==> src/rtl/mmio_uart_tx.sv <==
// Memory-mapped UART transmitter: stores to the I/O word are queued in a small
// FIFO and shifted out as 8N1 frames on a registered tx line.
module mmio_uart_tx #(
    parameter int CLKS_PER_BIT = 16,
    parameter int FIFO_DEPTH   = 4,
    parameter int BUS_WIDTH    = 32
) (
    input  logic                          clk,
    input  logic                          rst,
    input  logic                          io_wr_en,
    input  logic [BUS_WIDTH-1:0]          io_wr_data,
    output logic                          tx,
    output logic                          busy,
    output logic                          fifo_full,
    output logic [$clog2(FIFO_DEPTH):0]   fifo_count,
    output logic                          overflow
);

    localparam int PTR_W  = $clog2(FIFO_DEPTH);
    localparam int CNT_W  = PTR_W + 1;
    localparam int BAUD_W = $clog2(CLKS_PER_BIT);
    localparam logic [BAUD_W-1:0] BAUD_LAST = BAUD_W'(CLKS_PER_BIT - 1);
    localparam logic [CNT_W-1:0]  DEPTH     = CNT_W'(FIFO_DEPTH);

    typedef enum logic [1:0] {IDLE, START, DATA, STOP} state_t;

    state_t            state, state_next;
    logic [7:0]        mem [FIFO_DEPTH];
    logic [PTR_W-1:0]  rd_ptr, wr_ptr;
    logic [BAUD_W-1:0] baud, baud_next;
    logic [2:0]        bit_idx, bit_idx_next;
    logic [7:0]        shift_reg, shift_next;
    logic              tx_next;
    logic              pop, push, baud_done;
    logic              unused_upper;

    // A full FIFO still accepts a write on the edge the FSM pops the head.
    assign pop       = (state == IDLE) && (fifo_count != '0);
    assign push      = io_wr_en && ((fifo_count != DEPTH) || pop);
    assign baud_done = (baud == BAUD_LAST);

    assign busy         = (state != IDLE) || (fifo_count != '0);
    assign fifo_full    = (fifo_count == DEPTH);
    assign unused_upper = ^io_wr_data;

    always_ff @(posedge clk) begin
        if (push) mem[wr_ptr] <= io_wr_data[7:0];
    end

    always_ff @(posedge clk or posedge rst) begin
        if (rst) begin
            wr_ptr     <= '0;
            rd_ptr     <= '0;
            fifo_count <= '0;
            overflow   <= 1'b0;
        end else begin
            if (push) wr_ptr <= wr_ptr + PTR_W'(1);
            if (pop)  rd_ptr <= rd_ptr + PTR_W'(1);
            case ({push, pop})
                2'b10:   fifo_count <= fifo_count + CNT_W'(1);
                2'b01:   fifo_count <= fifo_count - CNT_W'(1);
                default: fifo_count <= fifo_count;
            endcase
            if (io_wr_en && !push) overflow <= 1'b1;
        end
    end

    always_ff @(posedge clk or posedge rst) begin
        if (rst) begin
            state     <= IDLE;
            baud      <= '0;
            bit_idx   <= '0;
            shift_reg <= '0;
            tx        <= 1'b1;
        end else begin
            state     <= state_next;
            baud      <= baud_next;
            bit_idx   <= bit_idx_next;
            shift_reg <= shift_next;
            tx        <= tx_next;
        end
    end

    always_comb begin
        state_next   = state;
        baud_next    = baud;
        bit_idx_next = bit_idx;
        shift_next   = shift_reg;
        case (state)
            IDLE: begin
                if (pop) begin
                    shift_next = mem[rd_ptr];
                    baud_next  = '0;
                    state_next = START;
                end
            end
            START: begin
                if (baud_done) begin
                    baud_next    = '0;
                    bit_idx_next = '0;
                    state_next   = DATA;
                end else begin
                    baud_next = baud + BAUD_W'(1);
                end
            end
            DATA: begin
                if (baud_done) begin
                    baud_next    = '0;
                    shift_next   = {1'b0, shift_reg[7:1]};
                    bit_idx_next = bit_idx + 3'd1;
                    if (bit_idx == 3'd7) state_next = STOP;
                end else begin
                    baud_next = baud + BAUD_W'(1);
                end
            end
            STOP: begin
                if (baud_done) begin
                    baud_next  = '0;
                    state_next = IDLE;
                end else begin
                    baud_next = baud + BAUD_W'(1);
                end
            end
            default: state_next = IDLE;
        endcase

        // tx is precomputed from the next state so the line comes straight from a flop.
        case (state_next)
            START:   tx_next = 1'b0;
            DATA:    tx_next = shift_next[0];
            default: tx_next = 1'b1;
        endcase
    end

endmodule

==> config.mk <==
export PLATFORM = sky130hd
export DESIGN_NAME = mmio_uart_tx
export DESIGN_NICKNAME = d
export VERILOG_FILES = /design/src/rtl/mmio_uart_tx.sv
export SDC_FILE = /design/constraint.sdc
export NUM_CORES = 1
export LEC_CHECK = 0
export ABC_CLOCK_PERIOD_IN_PS = 1900
export BUFFER_PORTS_ARGS = -buffer_cell sky130_fd_sc_hd__buf_4
export CAP_MARGIN = 20
export CORE_AREA = 3 3 77 79
export CTS_CLUSTER_SIZE = 30
export DETAILED_ROUTE_END_ITERATION = 8
export DIE_AREA = 0 0 80 82
export HOLD_SLACK_MARGIN = 0.05
export PLACE_DENSITY_LB_ADDON = 0.12
export SLEW_MARGIN = 10
export SYNTH_ARGS = -nofsm -noshare
export SYNTH_HDL_FRONTEND = slang
export SYNTH_SLANG_ARGS = --single-unit
==> constraint.sdc <==
create_clock -name clk -period 1.9 [get_ports clk]
set_input_delay 0.38 -clock clk [delete_from_list [all_inputs] [get_ports clk]]
set_output_delay 0.38 -clock clk [all_outputs]
set_load 0.02 [all_outputs]
# Word level (Yosys, flattened, before mapping)
# Memories as Yosys holds them, arrays and structs flattened.
# Cells that the tools add are included.
# totals
ramBits	32
latchBits	0
reg_bits	26
wordCells	65
romBits	0
mem_count	1
in_bits	35
# classes
n_addsub	6
n_eq_ne	14
div	0
n_mul	0
reduce_logical	15
shift	0
muxes	19
order_cmp	0
bitwise	0
# memory_table
memory	words	width	read_ports	rd_clocked_by_memory_dff	write_ports	line_no	rtl
mem	4	8	1	0	1	28	logic [7:0] mem [FIFO_DEPTH];
# op_table
operator	count
$mux W8	2
$pmux W8 S2	1
$pmux W3 S2	2
$mux W2	5
$eq A2 B2 Y1 const B	4
$mux W4	2
$pmux W2 S4	1
$pmux W4 S2	1
$reduce_bool A2 Y1	4
$add A3 B1 Y3 const B	2
$eq A2 B1 Y1 const B	3
$eq A3 B3 Y1 const B	2
$mux W3	2
$ne A2 B2 Y1 const B	3
$reduce_and A3 Y1	2
$add A2 B1 Y2 const B	2
$add A4 B1 Y4 const B	1
$eq A4 B4 Y1 const B	1
$logic_and A1 B1 Y1	3
$ne A3 B3 Y1 const B	1
$reduce_bool A3 Y1	1
$reduce_or A3 Y1	1
$sub A3 B1 Y3 const B	1
$logic_not A2 Y1	1
other kinds (4)	6

# Longest topological paths before layout
# Gate-level depths: netlist of the first run.
# logic_depth
ltp_word	6
mapped_depth	9
ltp_nobuf	7

# Worst setup path after synthesis of the first run
# Ideal clock, no wire load.
# synth_timing
path_kind	register to register
from	register state[0]
to	register fifo_count[1]
setup_time_ns	0.080
path_stages_with_launch	9
synth_period_minus_slack_ns	2.015
slack_ns	-0.115
path_buffers	2
t_arrival_ns	1.936
cell_sequence	dfrtp_1 buf_2 or2_1 buf_4 nor3_2 inv_1 fa_1 nor3_1 a2bb2oi_1
# synth_between
elab_chain_cells	6
elab_cells_between_ends	8
classes_between	eq/ne: 2; mux: 1; reduce/logical: 5
# synth_rtl
element	line_no	rtl
start: declaration	27	state_t state, state_next;
start signal: assignment	76	state <= state_next;
$logic_not A2 Y1 *	38	assign pop = (state == IDLE) && (fifo_count != '0);
$logic_and A1 B1 Y1 *	38	
$logic_or A1 B1 Y1	39	assign push = io_wr_en && ((fifo_count != DEPTH) || pop);
$logic_and A1 B1 Y1	39	
$eq A2 B1 Y1 or $eq A2 B2 Y1 (tied branches)	59	case ({push, pop})
$pmux W3 S2 or $reduce_bool A2 Y1 (tied branches)	-	
end signal: assignment	60	2'b10: fifo_count <= fifo_count + CNT_W'(1);
end signal: assignment	61	2'b01: fifo_count <= fifo_count - CNT_W'(1);
end signal: assignment	62	default: fifo_count <= fifo_count;
end: declaration	15	output logic [$clog2(FIFO_DEPTH):0] fifo_count,
# Mark *: on every way between the ends. The rest lies on a longest branch, timed or not.
# A chain may end at the register's enable or synchronous reset.

# Final worst setup path of the first run
# layout_timing
from	register fifo_count[2]
to	output port busy
# layout_between
elab_chain_cells	2
# layout_rtl
element	line_no	rtl
$reduce_bool A3 Y1	42	assign busy = (state != IDLE) || (fifo_count != '0);
$logic_or A1 B1 Y1	42	
end: declaration	13	output logic busy,
# No other way between the ends.

==> results of run 1 <==
area by class of cell:
class,instances,area (sq um),share of cell area
flip-flops and latches,58,1620,0.513
clock inverters,6,105,0.0334
well taps,72,90.1,0.0286
clock buffers,10,128,0.0405
inverters,8,30.0,0.00953
multi-input cells,107,900,0.286
repair buffers,36,283,0.0898
cells in the mapped netlist (2+ instances only):
cell	number	area, sq um
a21o_1	2	15.0
a21oi_1	7	35.0
a221o_1	6	60.1
a22o_1	4	35.0
a22oi_1	2	15.0
and2_1	4	25.0
and3_1	7	43.8
buf_2	2	10.0
buf_4	2	15.0
buf_6	3	33.8
clkbuf_1	4	15.0
dfrtp_1	25	626
edfxtp_1	32	961
ha_1	7	87.6
inv_1	8	30.0
mux4_1	2	52.6
mux4_2	6	135
nand2_1	14	52.6
nand3_1	2	10.0
nand4_1	2	12.5
nor2_1	8	30.0
nor3_1	2	10.0
nor3_2	3	30.0
o21ai_0	8	40.0
xnor2_1	7	61.3
repair_timing:
| item | in CTS | in global routing |
|---|---|---|
| pin swaps | 0 | 1 |
| endpoints found under the hold margin | 0 | 0 |
| endpoints found under the setup margin | 1 | 27 |
| gates resized for setup | 2 | 3 |
| buffers inserted | 2 | 4 |
logic make-up after synthesis:
kind of cell	Yosys count
flip-flops	58
AND/OR/NAND/NOR	46
AO/OA/AOI/OAI	37
buffers and inverters	19
XOR/XNOR	8
multiplexers	8
adder cells (fa/ha/maj)	8
worst reg2reg max path, stage by stage, from the launching register on:
cell and delay, ns:
dfrtp_2 0.41, buf_4 0.16, nor3_2 0.30, nor3_4 0.08, inv_1 0.08, fa_2 0.45
nor3_2 0.16, a2bb2oi_1 0.15
power groups by stage:
stage | Sequential (mW) | Clock (mW) | Combinational [mW]
floorplan | 1.99 | 0 | 1.17
global route | 2.06 | 1.43 | 1.84
detailed placement | 2.05 | 0 | 1.58
CTS | 2.01 | 1.35 | 1.65
finish | 2.01 | 1.33 | 1.65
global placement | 2.02 | 0 | 1.52
layer usage:
metal | GRT usage | wire length (microns) | vias to the layer above
met5 | 0 | 0 | -
met3 | 0.0526 | 117 | 7
met1 | 0.210 | 2150 | 786
li1 | - | - | 762
met2 | 0.267 | 2400 | 20
met4 | 0.0709 | 60 | 0
worst min path at each step:
stage,startpoint,cells past startpoint,to
after floorplan,rst,1,baud[0]$_DFFE_PP0P_
after global placement,rst,3,wr_ptr[0]$_DFFE_PP0P_
after detailed placement,rst,3,wr_ptr[0]$_DFFE_PP0P_
after CTS,rst,3,shift_reg[4]$_DFFE_PP0P_
after global routing,rst,3,shift_reg[4]$_DFFE_PP0P_
final,rst,3,shift_reg[4]$_DFFE_PP0P_
==> out/qor.yml, run 1 <==
synth-edff-count: 32
period_share: 0.976
cp_data_arrival_time_ns: 1.48
clk_path_buf_depth: 2
r2r-start: "fifo_count[2]$_DFFE_PP0P_"
crit_type: "reg -> out"
die-area_sq_um: 6560
p_total_mw: 4.99
fill_cells: 451
drive_above_1_share: 0.316
diodes: 0
pwr-share-comb: 0.331
ir_worst_vdd_v: 0.000722
switching_share: 0.311
placed_area_sq_um: 2870
worst_path_largest_cell_delay_ns: 0.41
p_per_area_nw_per_um2: 1580
path_max_fanout: 3
cts_buffers: 9
via_count: 1575
finalSetupTns_ns: 0
yosys_warnings: 0
cp.depth: 4
r2r-end: "fifo_count[1]$_DFFE_PP0P_"
clk_latency_ns: 0.33
grtUsageTotal: 0.167
drt_iter0_drc: 105
tightest_slew_ns: 0.441
muxShareOfSynthArea: 0.0723
cts_root_buf: "clkbuf_8"
worstPathRequired_ns: 1.52
path_delay_family: "simple AND/OR/NAND/NOR gates"
finalNetCount: 263
syn-instance-count: 184
htreeDepth: 3
mostFrequentLayoutCell: "buf_4"
largest_register_ffs: 32
r2r_setup_slack_ns: 0.04
p_leak_nw: 1.25
synth-seq-cells: 58
fmax_mhz: 539
final_cells: 297
rows: 27
whs_ns: 0.106
grt_max_degree: 27
dp_cells: 275
rsz0062_at_grt: "yes"
finalHoldViolations: 0
critPathLaunch: "fifo_count[2]$_DFFE_PP0P_"
grt_first_pass_wirelength_microns: 7970
slowest_stage: "dfrtp_2"
tritoncts: "yes"
hold_path.class: "in -> async"
avgSynthCellArea_sq_um: 14.1
p_seq_frac: 0.402
routed_wl_microns: 4730
coreArea_sq_um: 5410
syn_nets: 227
endpoint: "busy"
synth_xor_area_frac: 0.0270
drc: 0
relSlewSlack: 0.706
antenna_found_initial: 0
ctsHoldBuffers: 0
syn_area_sq_um: 2590
period_needed_ns: 1.86
end_kind: "output pin"
setup_viol: 0
clkTransAtPathRegs_ns: 0.07
overflow: 0
pre_cts_slack_ns: 0.0688
dr.pass1.iters: 4
mostFrequentLayoutCells: "buf_4, edfxtp_1, dfrtp_1"
synth_top_family_by_area: "compound AO/OA/AOI/OAI gates"
synth-seq-area-share: 0.622
via_per_inst: 5.30
status: "complete, no violations"
ys.flop_type: "edfxtp_1"
routedWlPerCell_microns: 15.9
synthAdderAreaFrac: 0.0415
path_buf_inv: 2
initial_core_util: 0.480
slew_viol_final: 0
grt_pass1_vias: 1628
startpoint_type: "register"
area_growth_pct: 21.4
async_flop_share: 0.448
io_buffer_count: 17
clock-sinks: 58
skew_ns: 0.00924
finish.instance_area_sq_um: 3150
setup_slack_ns: 0.0449
p_clk_frac: 0.267
p_int_mw: 3.44
path_cells: "or3_1, nor2_2, inv_1, buf_4"
cap_violations: 0
synthDistinctLibCells: 40
p_switching_mw: 1.55
post-dp-hpwl_microns: 3160
synth_compound_area_frac: 0.103
dieWidth_microns: 80
die_h_microns: 82
synth_simple_gate_area_frac: 0.0945
fin_util: 0.583
reg2reg_depth: 7
ant_nets: 0
gp_congestion: 0.778
ios: 42
No activity file was read; power rests on OpenSTA's default activity.
==> run 2, diff against run 1 <==
--- a/config.mk
+++ b/config.mk
@@ -8,10 +8,10 @@
 export ABC_CLOCK_PERIOD_IN_PS = 1900
 export BUFFER_PORTS_ARGS = -buffer_cell sky130_fd_sc_hd__buf_4
 export CAP_MARGIN = 20
-export CORE_AREA = 3 3 77 79
+export CORE_AREA = 3 3 106 108
 export CTS_CLUSTER_SIZE = 30
 export DETAILED_ROUTE_END_ITERATION = 8
-export DIE_AREA = 0 0 80 82
+export DIE_AREA = 0 0 109 111
 export HOLD_SLACK_MARGIN = 0.05
 export PLACE_DENSITY_LB_ADDON = 0.12
 export SLEW_MARGIN = 10
==> constraint.sdc (replaced) <==
create_clock -name clk -period 1.9 [get_ports clk]
set_input_delay 0.285 -clock clk [delete_from_list [all_inputs] [get_ports clk]]
set_output_delay 0.285 -clock clk [all_outputs]
set_load 0.02 [all_outputs]
==> out/qor.yml, run 2 (synthesized netlist as in run 1, its figures left out) <==
antenna_found_initial: 0  # unchanged
finalSetupTns_ns: 0  # unchanged
fin_util: 0.311  # -0.272
via_count: 1549  # -1.7%
slew_viol_final: 0  # unchanged
routedWlPerCell_microns: 14.2  # -11%
mostFrequentLayoutCells: "buf_4, edfxtp_1, dfrtp_1"
p_clk_frac: 0.240  # -0.027
pwr-share-comb: 0.340  # +0.009
startpoint_type: "register"
die-area_sq_um: 12100  # +84%
skew_ns: 0.00727  # -0.00197 ns
clk_latency_ns: 0.33  # about the same
post-dp-hpwl_microns: 3420  # +8.3%
p_per_area_nw_per_um2: 1500  # -5.5%
htreeDepth: 3  # unchanged
drc: 0  # unchanged
dieWidth_microns: 109  # +36%
finish.instance_area_sq_um: 3210  # +1.8%
die_h_microns: 111  # +35%
grt_first_pass_wirelength_microns: 8630  # +8.3%
clock-sinks: 58  # unchanged
worstPathRequired_ns: 1.62  # +0.10 ns
routed_wl_microns: 5110  # +8.0%
drive_above_1_share: 0.335  # +0.0193
p_switching_mw: 1.61  # +3.8%
clkTransAtPathRegs_ns: 0.08  # about the same
crit_type: "reg -> out"
area_growth_pct: 23.6
initial_core_util: 0.251  # -0.229
finalHoldViolations: 0  # unchanged
cap_violations: 0  # unchanged
tritoncts: "yes"
grt_pass1_vias: 1647  # +1.2%
slowest_stage: "dfrtp_2"
period_share: 0.958  # -0.0185
ir_worst_vdd_v: 0.000526  # -27%
grtUsageTotal: 0.0944  # -0.0723
overflow: 0  # unchanged
p_leak_nw: 1.23  # -1.5%
worst_path_largest_cell_delay_ns: 0.44  # +0.03 ns
tightest_slew_ns: 0.443  # +0.00201 ns
rows: 37  # +37%
grt_max_degree: 27  # unchanged
cts_buffers: 9  # unchanged
path_cells: "or3_4, nor2_4, inv_1, buf_4"
setup_viol: 0  # unchanged
status: "complete, no violations"
mostFrequentLayoutCell: "buf_4"
ios: 42  # unchanged
largest_register_ffs: 32  # unchanged
cp_data_arrival_time_ns: 1.53  # +0.05 ns
clk_path_buf_depth: 2  # unchanged
fmax_mhz: 549  # +1.9%
period_needed_ns: 1.82  # -0.0352 ns
path_max_fanout: 5  # +2
coreArea_sq_um: 10300  # +91%
drt_iter0_drc: 68  # -35%
diodes: 0  # unchanged
hold_path.class: "in -> reg"
fill_cells: 1049  # +130%
switching_share: 0.336  # +0.0245
relSlewSlack: 0.705  # -0.00134
end_kind: "output pin"
p_int_mw: 3.19  # -7.2%
cts_root_buf: "clkbuf_8"
p_seq_frac: 0.420  # +0.018
ant_nets: 0  # unchanged
dr.pass1.iters: 4  # unchanged
gp_congestion: 0.690  # -11%
finalNetCount: 262  # -0.38%
placed_area_sq_um: 2950  # +3.1%
io_buffer_count: 17  # unchanged
via_per_inst: 4.30  # -19%
run 2: critical path: cells and delay by family (launching register included):
kind / cells / cell delay [ns]
flip-flops: 1 / 0.44
AND/OR/NAND/NOR: 2 / 0.54
buffers and inverters: 2 / 0.21
run 2: through the flow:
step	hold slack [ns]	instances	setup slack (ns)	power [mW]
after floorplan	0.324	184	0.0297	3.15
after global placement	0.389	340	0.0636	3.66
after detailed placement	0.382	340	0.0501	3.66
after CTS	0.123	358	0.0189	4.86
after global routing	0.115	360	-0.00864	5.19
final	0.151	360	0.0801	4.80
run 2: layout make-up:
type | instances | area, sq um | area share
flip-flops and latches | 58 | 1620 | 0.504
multi-input cells | 107 | 912 | 0.284
repair buffers | 35 | 278 | 0.0866
well taps | 136 | 170 | 0.0530
clock buffers | 9 | 124 | 0.0386
clock inverters | 7 | 78.8 | 0.0246
inverters | 8 | 30.0 | 0.00936
run 2: layer usage:
metal / track usage / vias up / wire (microns)
met2: 0.139 / 20 / 2540
met5: 0 / - / 0
met3: 0.0320 / 7 / 159
met4: 0.0429 / 0 / 79
met1: 0.124 / 763 / 2330
li1: - / 759 / -
run 2: what timing repair did:
action | in CTS | in global routing
hold buffers | 1 | 0
endpoints found under the hold margin | 25 | 0
gates resized for setup | 4 | 5
pin swaps | 1 | 0
setup endpoints to repair | 1 | 31
setup buffers | 1 | 2
run 2: path summary, 6_finish.rpt:
| path | start | to | slack, ns | cells after the start |
|---|---|---|---|---|
| worst min register to register | overflow$_DFFE_PP0P_ | overflow$_DFFE_PP0P_ | 0.49 | 1 |
| worst max-delay path | fifo_count[2]$_DFFE_PP0P_ | busy | 0.08 | 4 |
| worst max register to register | fifo_count[2]$_DFFE_PP0P_ | fifo_count[1]$_DFFE_PP0P_ | 0.14 | 6 |
| min in group asynchronous | rst | fifo_count[2]$_DFFE_PP0P_ | 0.56 | 4 |
| worst min-delay path | io_wr_data[7] | mem[0][7]$_DFFE_PP_ | 0.15 | 1 |
| max in group asynchronous | rst | tx$_DFF_PP1_ | 1.02 | 4 |
run 2: power groups by stage:
stage	clock [mW]	combinational, mW	sequential, mW
after global routing	1.26	1.86	2.07
after global placement	0	1.60	2.06
after detailed placement	0	1.61	2.05
final	1.15	1.63	2.02
after floorplan	0	1.17	1.99
after CTS	1.20	1.63	2.03
==> run 3, diff against run 2 <==
--- a/config.mk
+++ b/config.mk
@@ -9,12 +9,14 @@
 export BUFFER_PORTS_ARGS = -buffer_cell sky130_fd_sc_hd__buf_4
 export CAP_MARGIN = 20
 export CORE_AREA = 3 3 106 108
+export CTS_BUF_LIST = sky130_fd_sc_hd__clkbuf_8
 export CTS_CLUSTER_SIZE = 30
 export DETAILED_ROUTE_END_ITERATION = 8
 export DIE_AREA = 0 0 109 111
 export HOLD_SLACK_MARGIN = 0.05
-export PLACE_DENSITY_LB_ADDON = 0.12
+export PLACE_DENSITY = 0.41
 export SLEW_MARGIN = 10
 export SYNTH_ARGS = -nofsm -noshare
 export SYNTH_HDL_FRONTEND = slang
 export SYNTH_SLANG_ARGS = --single-unit
+export TNS_END_PERCENT = 10
==> out/qor.yml, run 3 (synthesized netlist as in run 1, its figures left out) <==
p_switching_mw: 1.57  # -2.6%
period_share: 0.965  # +0.00670
initial_core_util: 0.251  # unchanged
grtUsageTotal: 0.0936  # -0.000892
finalNetCount: 258  # -1.5%
die_h_microns: 111  # unchanged
drt_iter0_drc: 40  # -41%
clk_latency_ns: 0.33  # about the same
cp_data_arrival_time_ns: 1.55  # +0.02 ns
p_per_area_nw_per_um2: 1490  # -0.51%
clock-sinks: 58  # unchanged
die-area_sq_um: 12100  # unchanged
end_kind: "output pin"
dr.pass1.iters: 4  # unchanged
dp_cells: 339  # -0.29%
slew_viol_final: 0  # unchanged
p_int_mw: 3.14  # -1.7%
post-dp-hpwl_microns: 3360  # -1.7%
p_leak_nw: 1.20  # -2.1%
path_cells: "or3_1, nor2_2, inv_1, buf_4"
routedWlPerCell_microns: 14.0  # -1.5%
cts_root_buf: "clkbuf_8"
clkTransAtPathRegs_ns: 0.07  # about the same
coreArea_sq_um: 10300  # unchanged
rsz0062_at_grt: "yes"
fmax_mhz: 546  # -0.70%
gp_congestion: 0.674  # -2.4%
final_cells: 356  # -1.1%
mostFrequentLayoutCells: "edfxtp_1, buf_4, dfrtp_1"
switching_share: 0.334  # -0.00218
grt_pass1_vias: 1618  # -1.8%
finalHoldViolations: 0  # unchanged
via_count: 1502  # -3.0%
cts_buffers: 9  # unchanged
worstHoldEndpoint: "mem[0][7]$_DFFE_PP_"
rows: 37  # unchanged
grt_first_pass_wirelength_microns: 8630  # about the same
p_seq_frac: 0.430  # +0.010
overflow: 0  # unchanged
skew_ns: 0.00889  # +0.00162 ns
path_delay_family: "simple AND/OR/NAND/NOR gates"
post_cts_buffers: 0  # -1
ir_worst_vdd_v: 0.000567  # +7.9%
drive_above_1_share: 0.314  # -0.0212
worst_path_largest_cell_delay_ns: 0.44  # about the same
largest_register_ffs: 32  # unchanged
diodes: 0  # unchanged
r2r_setup_slack_ns: 0.15  # about the same
r2r-end: "fifo_count[2]$_DFFE_PP0P_"
path_buf_inv: 2  # unchanged
crit_type: "reg -> out"
relSlewSlack: 0.705  # about the same
hold_path.class: "in -> reg"
mostFrequentLayoutCell: "edfxtp_1"
area_growth_pct: 21.8
clk_path_buf_depth: 2  # unchanged
cap_violations: 0  # unchanged
path_max_fanout: 5  # unchanged
ant_nets: 0  # unchanged
pwr-share-comb: 0.338  # -0.002
dieWidth_microns: 109  # unchanged
tightest_slew_ns: 0.442  # -0.000869 ns
via_per_inst: 4.22  # -1.9%
holdPathStages: 1  # unchanged
slowest_stage: "dfrtp_2"
grt_max_degree: 27  # unchanged
ios: 42  # unchanged
tritoncts: "yes"
setup_viol: 0  # unchanged
whs_ns: 0.152  # +0.000776 ns
antenna_found_initial: 0  # unchanged
io_buffer_count: 17  # unchanged
p_clk_frac: 0.232  # -0.008
drc: 0  # unchanged
htreeDepth: 3  # unchanged
status: "complete, no violations"
worstPathRequired_ns: 1.62  # about the same
min_from: "io_wr_data[7]"
period_needed_ns: 1.83  # +0.0127 ns
fin_util: 0.306  # -0.00461
r2r-start: "state[1]$_DFF_PP0_"
startpoint_type: "register"
p_total_mw: 4.71  # -2.0%
routed_wl_microns: 4980  # -2.6%
reg2reg_depth: 7  # +1
run 3: cell count changes in the layout (fill, tap and decap cells not counted):
cell,previous run,this run
a2111oi_0,1,0
a2111oi_1,0,1
buf_4,33,29
clkinv_1,0,1
clkinv_2,0,1
clkinv_4,2,1
inv_6,1,0
nor2_2,1,2
nor2_4,1,0
or3_1,0,1
or3_4,1,0
run 3: worst max-delay path by stage:
stage | endpoint | slack (ns) | depth (start not counted) | start
2_1_floorplan | fifo_count[1]$_DFFE_PP0P_ | 0.03 | 8 | state[0]$_DFF_PP0_
3_3_place_gp | mem[1][4]$_DFFE_PP_ | 0.01 | 3 | state[1]$_DFF_PP0_
3_5_place_dp | mem[0][2]$_DFFE_PP_ | 0.01 | 3 | state[1]$_DFF_PP0_
4_1_cts | mem[1][3]$_DFFE_PP_ | 0.01 | 3 | state[1]$_DFF_PP0_
5_1_grt | busy | -0.009 | 4 | fifo_count[2]$_DFFE_PP0P_
6_report | busy | 0.07 | 4 | fifo_count[2]$_DFFE_PP0P_
run 3: metrics by stage:
| stage | cell area [sq um] | TNS [ns] | setup WS (ns) |
|---|---|---|---|
| 6_report | 3160 | 0 | 0.0674 |
| 5_1_grt | 3160 | -0.0123 | -0.00932 |
| 4_1_cts | 3150 | 0 | 0.0147 |
| 3_5_place_dp | 2950 | 0 | 0.0120 |
| 3_3_place_gp | 2950 | 0 | 0.0101 |
| 2_1_floorplan | 2620 | 0 | 0.0297 |
run 3: worst register-to-register path: stages (launching register included):
cell,delay [ns]
dfrtp_1,0.38
or2_4,0.31
nor3_4,0.15
inv_1,0.08
fa_2,0.34
a21oi_1,0.12
a22oi_1,0.11
xnor2_1,0.15
run 3: area by class of cell:
cell class                      instances  area, sq um
Timing Repair Buffer                   31          248
Sequential cell                        58         1620
Inverter                                8         30.0
Multi-Input combinational cell        107          903
Tap cell                              136          170
Fill cell                            1023         7160
Clock buffer                            9          124
Clock inverter                          7         70.1
run 3: power groups by stage:
stage	clock (mW)	sequential, mW	combinational (mW)
after global placement	0	2.04	1.61
after global routing	1.20	2.09	1.80
after CTS	1.14	2.02	1.63
after floorplan	0	1.99	1.17
final	1.09	2.02	1.59
after detailed placement	0	2.04	1.62
run 3: layer usage:
layer  GRT usage  vias up  part of all wire
li1            -      750                 -
met2       0.139       21              0.48
met5           0        -                 0
met3      0.0315        4             0.030
met1       0.126      727              0.49
met4      0.0328        0            0.0078
run 3: what timing repair did:
item,in CTS,in global routing
resized for setup,2,6
hold endpoints to repair,25,0
hold buffers,1,0
setup endpoints to repair,5,27
